$ cat src/rtl/spi_slave_regif.sv
`timescale 1ns/1ps
// spi_slave_regif: SPI slave (modes 0..3) that decodes a R/W + address header
// byte followed by DATA_BYTES-wide data words, and turns them into single-cycle
// register-file read/write strobes on the system clock. Bursts auto-increment
// the word address.
module spi_slave_regif #(
  parameter int ADD_range  = 7,
  parameter int DATA_BYTES = 3,
  parameter int SPI_MODE   = 0
) (
  input  logic                      clk,
  input  logic                      reset,
  input  logic                      SCA_spi,
  input  logic                      CS_spi,
  input  logic                      MOSI_spi,
  output logic                      MISO_spi,
  output logic [ADD_range-1:0]      reg_addr,
  output logic [8*DATA_BYTES-1:0]   reg_wdata,
  output logic                      reg_wr,
  output logic                      reg_rd,
  input  logic [8*DATA_BYTES-1:0]   reg_rdata,
  output logic                      busy,
  output logic                      frame_err
);

  localparam int DW   = 8 * DATA_BYTES;
  localparam int CW   = $clog2(DW);
  localparam bit CPOL = SPI_MODE[1];
  localparam bit CPHA = SPI_MODE[0];

  typedef enum logic [1:0] {
    ST_IDLE   = 2'd0,
    ST_HEADER = 2'd1,
    ST_WDATA  = 2'd2,
    ST_RDATA  = 2'd3
  } state_t;

  state_t                 state_r, state_nx;
  logic                   sck_meta_r, sck_sync_r, sck_prev_r;
  logic                   cs_meta_r, cs_sync_r, cs_prev_r;
  logic                   mosi_meta_r, mosi_sync_r;
  logic [CW-1:0]          bit_cnt_r;
  logic [ADD_range-1:0]   hdr_r;
  logic [DW-2:0]          wsr_r;
  logic [DW-1:0]          rsr_r;
  logic                   rd_first_r, rd_dly_r, addr_inc_r;
  logic                   miso_r, reg_wr_r, reg_rd_r, busy_r, frame_err_r;
  logic [ADD_range-1:0]   reg_addr_r;
  logic [DW-1:0]          reg_wdata_r;

  logic                   sck_rise_s, sck_fall_s, lead_s, trail_s, sample_s, shift_s;
  logic                   cs_fall_s, cs_rise_s;
  logic [ADD_range:0]     hdr_nx_s;
  logic [DW-1:0]          wsr_nx_s;
  logic                   hdr_done_s, word_done_s, abort_s;

  // Edge decode of the synchronised SPI clock and chip select.
  assign sck_rise_s = sck_sync_r & ~sck_prev_r;
  assign sck_fall_s = ~sck_sync_r & sck_prev_r;
  assign lead_s     = CPOL ? sck_fall_s : sck_rise_s;
  assign trail_s    = CPOL ? sck_rise_s : sck_fall_s;
  assign sample_s   = CPHA ? trail_s : lead_s;
  assign shift_s    = CPHA ? lead_s : trail_s;
  assign cs_fall_s  = cs_prev_r & ~cs_sync_r;
  assign cs_rise_s  = ~cs_prev_r & cs_sync_r;
  assign hdr_nx_s   = {hdr_r, mosi_sync_r};
  assign wsr_nx_s   = {wsr_r, mosi_sync_r};

  assign MISO_spi  = miso_r;
  assign reg_addr  = reg_addr_r;
  assign reg_wdata = reg_wdata_r;
  assign reg_wr    = reg_wr_r;
  assign reg_rd    = reg_rd_r;
  assign busy      = busy_r;
  assign frame_err = frame_err_r;

  // Two-flop synchronisers for the asynchronous SPI pins plus edge-detect history.
  always_ff @(posedge clk or negedge reset) begin
    if (!reset) begin
      sck_meta_r  <= CPOL;
      sck_sync_r  <= CPOL;
      sck_prev_r  <= CPOL;
      cs_meta_r   <= 1'b1;
      cs_sync_r   <= 1'b1;
      cs_prev_r   <= 1'b1;
      mosi_meta_r <= 1'b0;
      mosi_sync_r <= 1'b0;
      busy_r      <= 1'b0;
    end else begin
      sck_meta_r  <= SCA_spi;
      sck_sync_r  <= sck_meta_r;
      sck_prev_r  <= sck_sync_r;
      cs_meta_r   <= CS_spi;
      cs_sync_r   <= cs_meta_r;
      cs_prev_r   <= cs_sync_r;
      mosi_meta_r <= MOSI_spi;
      mosi_sync_r <= mosi_meta_r;
      busy_r      <= ~cs_meta_r;
    end
  end

  // Frame state register.
  always_ff @(posedge clk or negedge reset) begin
    if (!reset) begin
      state_r <= ST_IDLE;
    end else begin
      state_r <= state_nx;
    end
  end

  // Next-state logic; a chip-select release always wins over a coincident sample.
  always_comb begin
    state_nx    = state_r;
    hdr_done_s  = 1'b0;
    word_done_s = 1'b0;
    abort_s     = 1'b0;
    case (state_r)
      ST_IDLE: begin
        if (cs_fall_s) begin
          state_nx = ST_HEADER;
        end else begin
          state_nx = ST_IDLE;
        end
      end
      ST_HEADER: begin
        if (cs_rise_s) begin
          state_nx = ST_IDLE;
          abort_s  = (bit_cnt_r != CW'(0));
        end else if (sample_s && (bit_cnt_r == CW'(7))) begin
          hdr_done_s = 1'b1;
          if (hdr_nx_s[ADD_range]) begin
            state_nx = ST_WDATA;
          end else begin
            state_nx = ST_RDATA;
          end
        end else begin
          state_nx = ST_HEADER;
        end
      end
      ST_WDATA, ST_RDATA: begin
        if (cs_rise_s) begin
          state_nx = ST_IDLE;
          abort_s  = (bit_cnt_r != CW'(0));
        end else if (sample_s && (bit_cnt_r == CW'(DW - 1))) begin
          word_done_s = 1'b1;
        end else begin
          state_nx = state_r;
        end
      end
      default: begin
        state_nx = ST_IDLE;
      end
    endcase
  end

  // Shift registers, bit counter, address, strobes and MISO driver.
  always_ff @(posedge clk or negedge reset) begin
    if (!reset) begin
      bit_cnt_r   <= CW'(0);
      hdr_r       <= {ADD_range{1'b0}};
      wsr_r       <= {(DW-1){1'b0}};
      rsr_r       <= {DW{1'b0}};
      rd_first_r  <= 1'b0;
      rd_dly_r    <= 1'b0;
      addr_inc_r  <= 1'b0;
      miso_r      <= 1'b0;
      reg_wr_r    <= 1'b0;
      reg_rd_r    <= 1'b0;
      frame_err_r <= 1'b0;
      reg_addr_r  <= {ADD_range{1'b0}};
      reg_wdata_r <= {DW{1'b0}};
    end else begin
      reg_wr_r    <= 1'b0;
      reg_rd_r    <= 1'b0;
      frame_err_r <= 1'b0;
      addr_inc_r  <= 1'b0;
      rd_dly_r    <= reg_rd_r;
      if (addr_inc_r) begin
        reg_addr_r <= reg_addr_r + ADD_range'(1);
      end
      case (state_r)
        ST_IDLE: begin
          bit_cnt_r  <= CW'(0);
          hdr_r      <= {ADD_range{1'b0}};
          wsr_r      <= {(DW-1){1'b0}};
          rsr_r      <= {DW{1'b0}};
          rd_first_r <= 1'b0;
        end
        ST_HEADER: begin
          if (cs_rise_s) begin
            bit_cnt_r   <= CW'(0);
            frame_err_r <= abort_s;
          end else if (sample_s) begin
            hdr_r <= hdr_nx_s[ADD_range-1:0];
            if (hdr_done_s) begin
              bit_cnt_r  <= CW'(0);
              reg_addr_r <= hdr_nx_s[ADD_range-1:0];
              reg_rd_r   <= ~hdr_nx_s[ADD_range];
            end else begin
              bit_cnt_r <= bit_cnt_r + CW'(1);
            end
          end
        end
        ST_WDATA: begin
          if (cs_rise_s) begin
            bit_cnt_r   <= CW'(0);
            frame_err_r <= abort_s;
          end else if (sample_s) begin
            wsr_r <= wsr_nx_s[DW-2:0];
            if (word_done_s) begin
              reg_wdata_r <= wsr_nx_s;
              reg_wr_r    <= 1'b1;
              addr_inc_r  <= 1'b1;
              bit_cnt_r   <= CW'(0);
            end else begin
              bit_cnt_r <= bit_cnt_r + CW'(1);
            end
          end
        end
        ST_RDATA: begin
          if (cs_rise_s) begin
            bit_cnt_r   <= CW'(0);
            frame_err_r <= abort_s;
          end else begin
            if (sample_s) begin
              if (word_done_s) begin
                bit_cnt_r  <= CW'(0);
                reg_addr_r <= reg_addr_r + ADD_range'(1);
                reg_rd_r   <= 1'b1;
              end else begin
                bit_cnt_r <= bit_cnt_r + CW'(1);
              end
            end
            // Load happens before the next shift edge; the first shift edge
            // after a load only exposes the MSB (mode 0/2 already shows it).
            if (rd_dly_r) begin
              rsr_r      <= reg_rdata;
              rd_first_r <= 1'b1;
              if (!CPHA) begin
                miso_r <= reg_rdata[DW-1];
              end
            end else if (shift_s) begin
              if (rd_first_r) begin
                rd_first_r <= 1'b0;
                miso_r     <= rsr_r[DW-1];
              end else begin
                rsr_r  <= {rsr_r[DW-2:0], 1'b0};
                miso_r <= rsr_r[DW-2];
              end
            end
          end
        end
        default: begin
          bit_cnt_r <= CW'(0);
        end
      endcase
      if (state_nx != ST_RDATA) begin
        miso_r <= 1'b0;
      end
    end
  end

endmodule

$ cat config.mk
export PLATFORM = sky130hd
export DESIGN_NAME = spi_slave_regif
export DESIGN_NICKNAME = d
export VERILOG_FILES = /design/src/rtl/spi_slave_regif.sv
export SDC_FILE = /design/constraint.sdc
export NUM_CORES = 1
export LEC_CHECK = 0
export ABC_AREA = 1
export BUFFER_PORTS_ARGS = -buffer_cell sky130_fd_sc_hd__buf_2
export CAP_MARGIN = 20
export CORE_ASPECT_RATIO = 2
export CORE_MARGIN = 2
export CORE_UTILIZATION = 25
export CTS_CLUSTER_DIAMETER = 30
export CTS_CLUSTER_SIZE = 16
export DETAILED_ROUTE_END_ITERATION = 8
export PLACE_DENSITY = 0.41
export SLEW_MARGIN = 20
export SYNTH_ARGS = -nofsm -noshare
export SYNTH_HDL_FRONTEND = slang
export SYNTH_SLANG_ARGS = --single-unit
$ cat constraint.sdc
create_clock -name clk -period 2.2 [get_ports clk]
set_input_delay 0.44 -clock clk [delete_from_list [all_inputs] [get_ports clk]]
set_output_delay 0.44 -clock clk [all_outputs]
set_load 0.02 [all_outputs]
==> impl_metrics.yaml <==
outcome:
  status: "finished clean"
logic_synthesis:
  yosys_warnings: 0
  seq_area_frac_synth: 0.554
  synth-async-reset-ratio: 1.00
  synth.distinct_cells: 30
  synth_nets: 591
  synthTopCellsByArea: "dfrtp_1 54%, nand2_1 12%, inv_1 6.8%"
  yosysTopAreaCell: "dfrtp_1"
  synth_top_cell_area_share: 0.538
  syn-cell-area_um2: 4840
  ys.flop_type: "dfrtp_1"
  ys_ff_latch: 107
  syn_avg_cell_area_um2: 8.65
  synth_edf_count: 0
  syn_inst: 559
clock_tree:
  postCtsSetupBuffers: 0
  holdBufCountCts: 1
  cts_tree: "done"
  h-tree-depth: 3
  path_clk_slew_ns: 0.08
  post_cts_resized: 0
  clockBufferDepth: 2
  insertion_delay_ns: 0.35
  cts_buffers: 9
  clock_tree.root_cell: "clkbuf_16"
  cts.sinks: 107
power_and_ir_drop:
  peakVddDrop_mv: 0.451
  clock_power_share: 0.397
  switching_power_w: 0.00117
  leakagePower_nw: 2.77
  p_comb_frac: 0.123
  power_frac_seq: 0.481
  p_per_area_nw_per_um2: 768
  swShare: 0.263
  p_int_w: 0.00329
critical_path:
  r2r-start: "state_r[0]$_DFF_PN0_"
  crit_end: "rsr_r[6]$_DFFE_PN0P_"
  path_max_fanout: 22
  rrSetupSlack_ns: 0.42
  critPathLaunch: "state_r[0]$_DFF_PN0_"
  cp_num_cells: 6
  r2r_cells: 6
  cp-end-kind: "register"
  criticalPathCategory: "reg -> reg"
  reg2reg_to: "rsr_r[6]$_DFFE_PN0P_"
  critPathArrivalTime_ns: 2.05
  crit_slowest_cell: "dfrtp_1"
  required_ns: 2.47
  path_cells: "nand2_4, inv_4, nand2_1, o21ai_0, nand2_1, o21ai_0"
  cp_num_buf_inv: 1
  critPathTopFamily: "simple AND/OR/NAND/NOR gates"
  worstSetupStartpointType: "register"
  max_stage_delay_ns: 0.57
floorplan:
  dieArea_um2: 20500
  die_y_um: 201
  start_util: 0.252
  io_pins: 65
  core_um2: 19200
  die_x_um: 102
  num_rows: 72
finish:
  diodes: 0
  utilization: 0.302
  drive_gt1_frac: 0.188
  syn2layout_area_growth_pct: 19.9
  fin_cells: 886
  nNetsFinal: 655
drt:
  wl_per_cell_um: 13.1
  drt-pass1-iter-count: 4
  detail-route-antenna-nets: 0
  wirelength_um: 11600
  drtIter0Drc: 121
  viasPerCell: 4.31
  route.detailed.drc: 0
  via_count: 3823
placed_design:
  preCtsSetupSlack_ns: 0.411
  place_inst: 870
  dp_hpwl_um: 8430
  gp_congestion: 0.816
  numPortBuffers: 64
global_route:
  grt_pass1_wl_um: 19900
  grt_max_degree: 50
  grt_overflow: 0
  antenna_found_initial: 0
  grt_usage: 0.121
  grt_pass1_vias: 4025
timing:
  clock_skew_ns: 0.0113
  slew_viol_final: 0
  layout_setup_ws_ns: 0.420
  slew-limit-headroom: 0.570
  setup_viol: 0
  timing.fmax_mhz: 562
  finalHoldViolations: 0
  finalCritPeriodShare: 0.809
  rsz0062_at_grt: "no"
  finalSetupTns_ns: 0
  min_period_ns: 1.78
  worst_slew_pin_slew_ns: 0.643
flow_run:
  cap_violations: 0
worst_hold_path:
  min-delay-start: "CS_spi"
  hold_path.class: "in -> reg"
  worstHoldPathCells: 1
layout by cell type, fill, tap and decap left out, types with 3 or more instances in the layout:
cell,Yosys,layout
dfstp_2,3,3
buf_4,0,7
o21ai_1,7,7
nor2_1,9,9
nand3_1,35,35
o21ai_2,16,16
clkbuf_16,0,9
buf_12,0,3
a21oi_1,6,6
nand2_1,154,154
o22ai_1,30,30
dfrtp_1,104,104
o21ai_0,60,60
nand2_2,3,3
inv_1,88,88
nor2_4,4,4
buf_2,7,63
ha_1,3,3
worst min path at each step:
stage,slack (ns),to
finish,0.20,cs_meta_r$_DFF_PN1_
global route,0.18,cs_meta_r$_DFF_PN1_
CTS,0.18,cs_meta_r$_DFF_PN1_
detailed placement,0.32,rsr_r[16]$_DFFE_PN0P_
global placement,0.32,rsr_r[16]$_DFFE_PN0P_
floorplan,0.14,MISO_spi$_DFFE_PN0P_
metrics by stage:
step / power (W) / hold WS [ns] / cell area (µm²)
final: 0.00445 / 0.199 / 5800
after global routing: 0.00469 / 0.183 / 5800
after CTS: 0.00454 / 0.185 / 5800
after detailed placement: 0.00274 / 0.317 / 5470
after global placement: 0.00272 / 0.315 / 5470
after floorplan: 0.00253 / 0.144 / 4840
logic make-up (layout without fill, tap and decap cells):
| family | count (synthesis) | count (layout) | synth area share |
|---|---|---|---|
| AOI/OAI and AO/OA | 123 | 123 | 0.150 |
| and+or+nand+nor | 213 | 213 | 0.188 |
| buffers and inverters | 110 | 178 | 0.0939 |
| adders and majority gates | 3 | 3 | 0.00776 |
| xor gates and xnor gates | 3 | 3 | 0.00543 |
| DFF | 107 | 107 | 0.554 |
power by group through the flow:
| stage | clock network [W] | logic [W] | registers (W) |
|---|---|---|---|
| after detailed placement | 0 | 0.000556 | 0.00218 |
| after global routing | 0.00190 | 0.000635 | 0.00216 |
| final | 0.00177 | 0.000546 | 0.00214 |
| after CTS | 0.00184 | 0.000559 | 0.00214 |
| after floorplan | 0 | 0.000360 | 0.00217 |
| after global placement | 0 | 0.000547 | 0.00218 |
Yosys cell counts, types with 3 or more instances:
master / instances
nand2_2: 3
nor2_4: 4
inv_1: 88
nor2_1: 9
o21ai_1: 7
clkbuf_1: 9
ha_1: 3
o21ai_0: 60
buf_6: 3
o21ai_2: 16
a21oi_1: 6
nand2_1: 154
nand3_1: 35
dfrtp_1: 104
buf_2: 7
o22ai_1: 30
dfstp_2: 3
metal layers:
| layer | wire length, µm | global-route usage |
|---|---|---|
| met5 | 0 | 0 |
| met1 | 4830 | 0.141 |
| met3 | 307 | 0.0195 |
| met4 | 195 | 0.0448 |
| met2 | 6270 | 0.219 |
state kept, by name, indices dropped and copies added, names as in the netlist, 2 cells and up:
| signal | flops |
|---|---|
| hdr_r | 7 |
| reg_wdata | 24 |
| wsr_r | 23 |
| reg_addr | 7 |
| rsr_r | 24 |
| state_r | 2 |
| bit_cnt_r | 5 |
layout make-up:
cell class,count,area (µm²)
flip-flops and latches,107,2680
well taps,259,324
fillers,2080,13400
clock buffers,13,260
inverters,89,337
multi-input cells,342,1700
repair buffers,74,438
clock inverters,2,60.1
No activity file was read; power rests on OpenSTA's default activity.
